**src/rtl/xor_pkg.sv**
```systemverilog
// Shared definitions for the registered XOR stage.
//   XOR_DEFAULT_WIDTH : default operand width (a clocked 2-input XOR gate)
//   XOR_MAX_WIDTH     : widest supported operand
//   slot_state_e      : occupancy of the single-entry output register
//   xor_flags_t       : side flags carried alongside the result
//   xor_parity()      : odd-ones detector, shared by the RTL and the bench model
package xor_pkg;

  localparam int unsigned XOR_DEFAULT_WIDTH = 1;
  localparam int unsigned XOR_MAX_WIDTH     = 64;

  typedef enum logic {
    SLOT_EMPTY = 1'b0,
    SLOT_FULL  = 1'b1
  } slot_state_e;

  typedef struct packed {
    logic equal;
    logic parity;
  } xor_flags_t;

  // Narrower vectors are zero-extended by the caller, which leaves parity unchanged.
  function automatic logic xor_parity(input logic [XOR_MAX_WIDTH-1:0] v);
    return ^v;
  endfunction

endpackage

```
**src/rtl/xor_if.sv**
```systemverilog
// Handshake bundle for the XOR stage.
//   in_valid/in_ready/in1/in2        : operand channel (producer -> stage)
//   out_valid/out_ready/out          : result channel (stage -> consumer)
//   parity/equal                     : registered flags travelling with out
// master : the side that drives operands and consumes results
// slave  : the XOR stage itself
interface xor_if
  import xor_pkg::*;
#(
  parameter int unsigned WIDTH = XOR_DEFAULT_WIDTH
);

  logic             in_valid;
  logic             in_ready;
  logic [WIDTH-1:0] in1;
  logic [WIDTH-1:0] in2;
  logic             out_valid;
  logic             out_ready;
  logic [WIDTH-1:0] out;
  logic             parity;
  logic             equal;

  modport master (
    output in_valid, in1, in2, out_ready,
    input  in_ready, out_valid, out, parity, equal
  );

  modport slave (
    input  in_valid, in1, in2, out_ready,
    output in_ready, out_valid, out, parity, equal
  );

endinterface

```
**src/rtl/xor_pipe_reg.sv**
```systemverilog
// Generic single-entry valid/ready register.
//   clk, rst             : clock, asynchronous active-high reset
//   in_valid/in_ready    : upstream handshake; in_ready = empty or draining
//   in_data              : payload captured on accept
//   out_valid/out_ready  : downstream handshake
//   out_data             : held payload; keeps its last value after a drain
module xor_pipe_reg
  import xor_pkg::*;
#(
  parameter int unsigned DW = 1
) (
  input  logic          clk,
  input  logic          rst,
  input  logic          in_valid,
  output logic          in_ready,
  input  logic [DW-1:0] in_data,
  output logic          out_valid,
  input  logic          out_ready,
  output logic [DW-1:0] out_data
);

  slot_state_e state;
  logic        load;

  assign in_ready  = (state == SLOT_EMPTY) || out_ready;
  assign load      = in_valid && in_ready;
  assign out_valid = (state == SLOT_FULL);

  always_ff @(posedge clk or posedge rst) begin
    if (rst) begin
      state    <= SLOT_EMPTY;
      out_data <= '0;
    end else if (load) begin
      // Covers both the empty case and drain-plus-refill in one edge.
      state    <= SLOT_FULL;
      out_data <= in_data;
    end else if (out_ready) begin
      state    <= SLOT_EMPTY;
    end
  end

endmodule

```
**src/rtl/xor_unit.sv**
```systemverilog
// Registered, handshaked bitwise XOR stage: out = in1 ^ in2, one result per
// accepted operand pair, one cycle of latency, full throughput.
//   clk  : rising-edge clock
//   rst  : asynchronous active-high reset (clears valid, result and flags)
//   bus  : xor_if slave port
//          in_valid/in_ready/in1/in2, out_valid/out_ready/out, parity, equal
//   parity : odd number of ones in out
//   equal  : operands were equal (out == 0)
module xor_unit
  import xor_pkg::*;
#(
  parameter int unsigned WIDTH = XOR_DEFAULT_WIDTH
) (
  input logic   clk,
  input logic   rst,
  xor_if.slave  bus
);

  localparam int unsigned DW = WIDTH + 2;

  logic [WIDTH-1:0]         res;
  logic [XOR_MAX_WIDTH-1:0] res_ext;
  xor_flags_t               flags_d;
  xor_flags_t               flags_q;
  logic [DW-1:0]            data_d;
  logic [DW-1:0]            data_q;

  always_comb begin
    res            = bus.in1 ^ bus.in2;
    res_ext        = '0;
    res_ext[WIDTH-1:0] = res;
    flags_d.parity = xor_parity(res_ext);
    flags_d.equal  = (bus.in1 == bus.in2);
  end

  assign data_d = {flags_d, res};

  xor_pipe_reg #(
    .DW (DW)
  ) u_reg (
    .clk       (clk),
    .rst       (rst),
    .in_valid  (bus.in_valid),
    .in_ready  (bus.in_ready),
    .in_data   (data_d),
    .out_valid (bus.out_valid),
    .out_ready (bus.out_ready),
    .out_data  (data_q)
  );

  assign flags_q    = data_q[DW-1 -: 2];
  assign bus.out    = data_q[WIDTH-1:0];
  assign bus.parity = flags_q.parity;
  assign bus.equal  = flags_q.equal;

endmodule

```
**src/flat_wrapper.sv**
```systemverilog
// flat-port wrapper written by rule: the top's interface ports become plain ports
module xor_unit_flat import xor_pkg::*;
#(
  parameter int unsigned WIDTH = XOR_DEFAULT_WIDTH
)
  (clk, rst, bus_in_valid, bus_in1, bus_in2, bus_out_ready, bus_in_ready, bus_out_valid, bus_out, bus_parity, bus_equal);
  xor_if #(.WIDTH(WIDTH)) bus_i ();
  input logic clk;
  input logic rst;
  input wire logic [$bits(bus_i.in_valid)-1:0] bus_in_valid;
  input wire logic [$bits(bus_i.in1)-1:0] bus_in1;
  input wire logic [$bits(bus_i.in2)-1:0] bus_in2;
  input wire logic [$bits(bus_i.out_ready)-1:0] bus_out_ready;
  output wire logic [$bits(bus_i.in_ready)-1:0] bus_in_ready;
  output wire logic [$bits(bus_i.out_valid)-1:0] bus_out_valid;
  output wire logic [$bits(bus_i.out)-1:0] bus_out;
  output wire logic [$bits(bus_i.parity)-1:0] bus_parity;
  output wire logic [$bits(bus_i.equal)-1:0] bus_equal;
  assign bus_i.in_valid = bus_in_valid;
  assign bus_i.in1 = bus_in1;
  assign bus_i.in2 = bus_in2;
  assign bus_i.out_ready = bus_out_ready;
  assign bus_in_ready = bus_i.in_ready;
  assign bus_out_valid = bus_i.out_valid;
  assign bus_out = bus_i.out;
  assign bus_parity = bus_i.parity;
  assign bus_equal = bus_i.equal;
  xor_unit #(.WIDTH(WIDTH)) u_core (.clk(clk), .rst(rst), .bus(bus_i));
endmodule
```
**config.mk**
```make
export PLATFORM = sky130hd
export DESIGN_NAME = xor_unit_flat
export DESIGN_NICKNAME = d
export VERILOG_FILES = /design/src/rtl/xor_pkg.sv /design/src/rtl/xor_if.sv /design/src/rtl/xor_pipe_reg.sv /design/src/rtl/xor_unit.sv /design/src/flat_wrapper.sv
export SDC_FILE = /design/constraint.sdc
export NUM_CORES = 1
export LEC_CHECK = 0
export BUFFER_PORTS_ARGS = -buffer_cell sky130_fd_sc_hd__buf_4
export CAP_MARGIN = 10
export CORE_AREA = 2 2 39 41
export DETAILED_ROUTE_END_ITERATION = 8
export DIE_AREA = 0 0 41 43
export GPL_ROUTABILITY_DRIVEN = 0
export PLACE_DENSITY = 0.39
export SETUP_SLACK_MARGIN = 0.2
export SYNTH_ARGS = -nofsm -noshare
export SYNTH_HDL_FRONTEND = slang
export SYNTH_SLANG_ARGS = --single-unit
```
**constraint.sdc**
```tcl
create_clock -name clk -period 0.8 [get_ports clk]
set_input_delay 0.16 -clock clk [delete_from_list [all_inputs] [get_ports clk]]
set_output_delay 0.16 -clock clk [all_outputs]
set_load 0.05 [all_outputs]
```
# After elaboration in Yosys (flattened, before gate mapping)
# Cells that the tools add are included.
[totals]
register_bits = 4
latchBits = 0
ram_bits = 0
romBits = 0
input_bits = 6
output_inout_bits = 5
elab_cells = 11
mem_count = 0
[op_classes]
add_sub_neg = 0
mul = 0
n_div = 0
magnitude_cmp = 0
n_eq_ne = 1
shifts = 0
mux = 2
bitwise_logic = 2
n_reduce_logical = 4
[ops]
columns = ["operator", "count"]
rows = [
  ["$reduce_xor A64 Y1", 1],
  ["$mux W1", 2],
  ["$reduce_bool A2 Y1", 1],
  ["$eq A1 B1 Y1", 1],
  ["$logic_and A1 B1 Y1", 1],
  ["$logic_or A1 B1 Y1", 1],
  ["$not A1 Y1", 1],
  ["$xor A1 B1 Y1", 1],
]

# Logic depth before layout (Yosys ltp)
[depth]
ltp_word = 4
depth_mapped = 3
ltp_nobuf = 3

# Cells and area by module
# Synthesis repeated with hierarchy kept, for this count alone.
[hier_totals]
hier_cells = 13
area_unflattened_um2 = 198.9
[modules_own_cells]
columns = ["mod", "instances", "cells_per_inst", "area_each_um2", "seq_area_each_um2"]
rows = [
  ["xor_pipe_reg", 1, 11, 181.4, 100.1],
  ["xor_unit", 1, 2, 17.5, 0.0],
]

# Worst setup path before layout
# Ideal clock, no wire load.
[synth_path]
kind = "reg2reg"
start = "register u_core.u_reg.state (netlist: u_core.u_reg.out_valid)"
end = "register u_core.u_reg.out_data[2]"
setup_time_ps = 118
arrival_ps = 1239
t_required_ps = 682
path_slack_ps = -557
stages_incl_launch_ff = 4
n_path_buf = 0
synth_period_minus_slack_ps = 1357
cell_sequence = "dfrtp_1 -> nand2b_4 -> and3_1 -> a21o_1"
[synth_via]
elab_chain_len = 3
[synth_rtl]
columns = ["element", "line", "text"]
rows = [
  ["start: declaration", "xor_pipe_reg.sv:22", "slot_state_e state;"],
  ["start signal: assignment", "xor_pipe_reg.sv:31", "state <= SLOT_EMPTY;"],
  ["start signal: assignment", "xor_pipe_reg.sv:35", "state <= SLOT_FULL;"],
  ["start signal: assignment", "xor_pipe_reg.sv:38", "state <= SLOT_EMPTY;"],
  ["$not A1 Y1", "xor_pipe_reg.sv:25", "assign in_ready = (state == SLOT_EMPTY) || out_ready;"],
  ["$logic_or A1 B1 Y1", "xor_pipe_reg.sv:25", ""],
  ["via bus_in_ready", "flat_wrapper.sv:14", "output wire logic [$bits(bus_i.in_ready)-1:0] bus_in_ready;"],
  ["$logic_and A1 B1 Y1", "xor_pipe_reg.sv:26", "assign load = in_valid && in_ready;"],
  ["end signal: assignment", "xor_pipe_reg.sv:36", "out_data <= in_data;"],
  ["end: declaration", "xor_pipe_reg.sv:19", "output logic [DW-1:0] out_data"],
]
# The timed path passes the listed nets, and every way through them passes these cells.
# A chain may end at the register's enable or synchronous reset.

# Worst setup path in the final report
[layout_path]
start = "register u_core.u_reg.state (netlist: u_core.u_reg.out_valid)"
end = "output port bus_in_ready"
[layout_via]
elab_chain_len = 2
[layout_rtl]
columns = ["element", "line"]
rows = [
  ["$not A1 Y1", "xor_pipe_reg.sv:25"],
  ["$logic_or A1 B1 Y1", "xor_pipe_reg.sv:25"],
  ["end: declaration", "flat_wrapper.sv:14"],
]
# No other way between the ends.

==> flow_metrics.py <==
metrics = {
    "final_layout": {
        "finish.net_count": 36,
        "antenna_cells": 0,
        "flow.area_growth_from_synthesis_pct": 119.5,
        "nFillCells": 153,
        "finish.utilization_pct": 22.42,
        "mostFrequentLayoutCells": "8 x sky130_fd_sc_hd__buf_4, 3 x sky130_fd_sc_hd__clkbuf_4, 2 x sky130_fd_sc_hd__buf_6, 2 x sky130_fd_sc_hd__buf_8, 2 x sky130_fd_sc_hd__dfrtp_2",
        "drive_above_1_share_pct": 65.52,
        "layout_commonest_cell": "sky130_fd_sc_hd__buf_4",
        "design_area_um2": 310.3,
    },
    "clocking": {
        "cts_tree": "done",
        "clock_tree.htree_level_count": 1,
        "cts_num_sinks": 3,
        "cts.clk_slew.worst_paths_ns": 0.04,
        "clock-root-buffer": "sky130_fd_sc_hd__clkbuf_4",
        "clk-insertion-delay-late_ns": 0.23,
        "ctsLongestPathBuffers": 2,
        "numCtsBuffers": 3,
    },
    "logic_synthesis": {
        "synth_xor_area_share_pct": 6.195,
        "synth_area_um2": 141.4,
        "synthesis.instances": 13,
        "synth-compound-area-share_pct": 8.850,
        "yosysWarnings": 0,
        "synthesized_area_fraction_occupied_by_and_or_nand_nor_cells_pct": 23.89,
        "syn_avg_cell_area_um2": 10.88,
        "ys_seq_area_share_pct": 53.10,
        "synth_seq_cells": 3,
        "combinational_family_with_the_most_area_after_synthesis": "simple AND/OR/NAND/NOR gates",
        "mux_cell_area_share_after_synthesis_pct": 0,
        "synth.net_count": 19,
        "synth-adder-area-share_pct": 0,
        "synth.lib_cells_used.distinct": 11,
    },
    "route": {
        "postRouteAntennaNets": 0,
        "drt_first_pass_iters": 2,
        "route.detailed.drc": 0,
        "vias": 143,
        "wl_final_um": 334,
        "initialDrtViolationCount": 1,
        "drt-vias-per-instance": 3.178,
        "wl_per_cell_um": 7.422,
    },
    "timing": {
        "fmax_mhz": 982.1,
        "setup_slack_ns": -0.2182,
        "max-slew-margin-rel_pct": 90.39,
        "setup_violations": 7,
        "post_layout_minimum_cycle_time_ns": 1.018,
        "final_number_of_hold_violating_endpoints": 0,
        "tightest_slew_ns": 0.1453,
        "unrepaired_setup_endpoints_after_global_routing": "yes",
        "clock-skew-final_ns": 0.0008310,
        "final_max_slew_viol_count": 0,
        "post-route-period-util_pct": 127.3,
    },
    "worst_setup_path": {
        "critical_path.max_stage_delay_ns": 0.41,
        "critPathMaxFanout": 2,
        "cpMaxStageDelayCell": "sky130_fd_sc_hd__dfrtp_2",
        "cp-start-kind": "flop",
        "worst_setup_path_end_kind": "output port",
        "path_cells": "nand2b_4 -> buf_8",
        "crit_required_ns": 0.64,
        "path_class": "reg -> out",
        "r2r_setup_slack_ns": -0.18,
        "worst_r2r_path_depth": 4,
        "r2r-end": "u_core.u_reg.out_data[2]",
        "worst_ep_arrival_time_ns": 0.86,
        "rr_startpoint": "u_core.u_reg.out_valid",
    },
    "power": {
        "power_frac_clock_pct": 35.7,
        "p_comb_share_pct": 37.6,
        "fin_total_pwr_uw": 727.7,
        "power.density_nw_per_um2": 2345,
        "internal-power_uw": 482.8,
        "total_leakage_power_uw": 0.0001537,
        "maximum_vdd_drop_mv": 0.4608,
        "power.share.switching_pct": 33.66,
        "seq_power_share_pct": 26.8,
        "total_switching_power_uw": 244.9,
    },
    "grt": {
        "global_route.overflow_total": 0,
        "pin_count_of_the_biggest_net_entering_global_routing": 5,
        "grt_pass1_wl_um": 552,
        "initial_antenna_violation_count": 0,
        "grt.total_usage_pct": 5.639,
        "vias_in_the_first_global_route": 148,
    },
    "floorplan": {
        "pin_count": 11,
        "die_y_extent_um": 43,
        "dieWidth_um": 41,
        "die-area_um2": 1763,
        "start_util_pct": 10.22,
        "coreArea_um2": 1384,
        "row_count": 14,
    },
    "run": {
        "max_cap_violations": 0,
    },
    "hold_path": {
        "holdCritStartpoint": "bus_in_valid",
        "hold_path.class": "in -> reg",
        "hold-path-cell-count": 2,
        "whs_endpoint": "u_core.u_reg.out_valid",
    },
    "placement": {
        "pre_cts_slack_ns": -0.05514,
        "placedInstanceArea_um2": 236.5,
        "port-buffer-count": 10,
    },
    "outcome": {
        "run_status": "finished, violations left",
        "failed_checks": "negative setup slack",
    },
}
per-layer routing:
metal	routed length [um]	vias to the layer above	global-route usage [%]
li1	-	72	-
met1	126	61	5.519
met2	156	10	5.625
met3	51	0	4.712
met4	0	0	8.000
met5	0	-	0
sequential cells by signal (all words and copies together) (netlist names):
register / flops
u_core.u_reg.out_data: 2
u_core.u_reg.out_valid: 1
Yosys cell counts (all sizes together):
cell / n / area (um^2)
a21o: 1 / 7.510
a21oi: 1 / 5.000
and3: 1 / 6.260
buf: 1 / 7.510
dfrtp: 3 / 75.07
inv: 1 / 3.750
nand2: 1 / 3.750
nand2b: 2 / 20.02
nor2: 1 / 3.750
xnor2: 1 / 8.760
how the worst max path moves through the flow:
stage / from / end / slack (ns) / cells past startpoint
2_1_floorplan: u_core.u_reg.out_valid / u_core.u_reg.out_data[2] / -0.35 / 3
3_3_place_gp: u_core.u_reg.out_valid / bus_in_ready / -0.05 / 2
3_5_place_dp: u_core.u_reg.out_valid / bus_in_ready / -0.06 / 2
4_1_cts: u_core.u_reg.out_valid / bus_in_ready / -0.23 / 2
5_1_grt: u_core.u_reg.out_valid / bus_in_ready / -0.26 / 2
6_report: u_core.u_reg.out_valid / bus_in_ready / -0.22 / 2
power by group through the flow:
stage          Clock, uW  Combinational [uW]  Sequential (uW)
6_report             259                 273              195
3_5_place_dp           0                 227              192
3_3_place_gp           0                 226              191
2_1_floorplan          0                 103              263
4_1_cts              277                 276              195
5_1_grt              297                 290              199
cell families (layout without fill, tap and decap cells):
family          Yosys count  after routing
compound gates            2              2
xor+xnor                  1              1
flops                     3              3
buf+inv                   2             18
simple gates              5              5
metrics by stage:
step | setup TNS (ns) | hold slack [ns] | instances
detailed placement | -0.1412 | 0.03708 | 38
CTS | -1.261 | 0.1438 | 45
global route | -1.459 | 0.1593 | 45
floorplan | -0.9140 | -0.08649 | 13
finish | -1.191 | 0.1508 | 45
global placement | -0.1190 | 0.04160 | 38
cell type report:
type,instances,area (um^2),share of cell area (%)
Sequential cell,3,77.57,25.00
Multi-Input combinational cell,8,60.06,19.35
Clock buffer,4,26.28,8.468
Timing Repair Buffer,13,122.6,39.52
Inverter,1,3.754,1.210
Tap cell,16,20.02,6.452
timing repair:
item | CTS | global route
buffers inserted | 2 | 0
setup endpoints to repair | 8 | 8
hold endpoints to repair | 3 | 0
hold buffers | 1 | 0
gates cloned | 0 | 0
resized for setup | 6 | 0
worst max-delay path, delay by kind of cell (launching register included):
kind / cells / cell delay, ns
flip-flops: 1 / 0.41
buffers and inverters: 1 / 0.14
AND/OR/NAND/NOR: 1 / 0.08
Note: power is estimated with default switching activity, not from simulation.
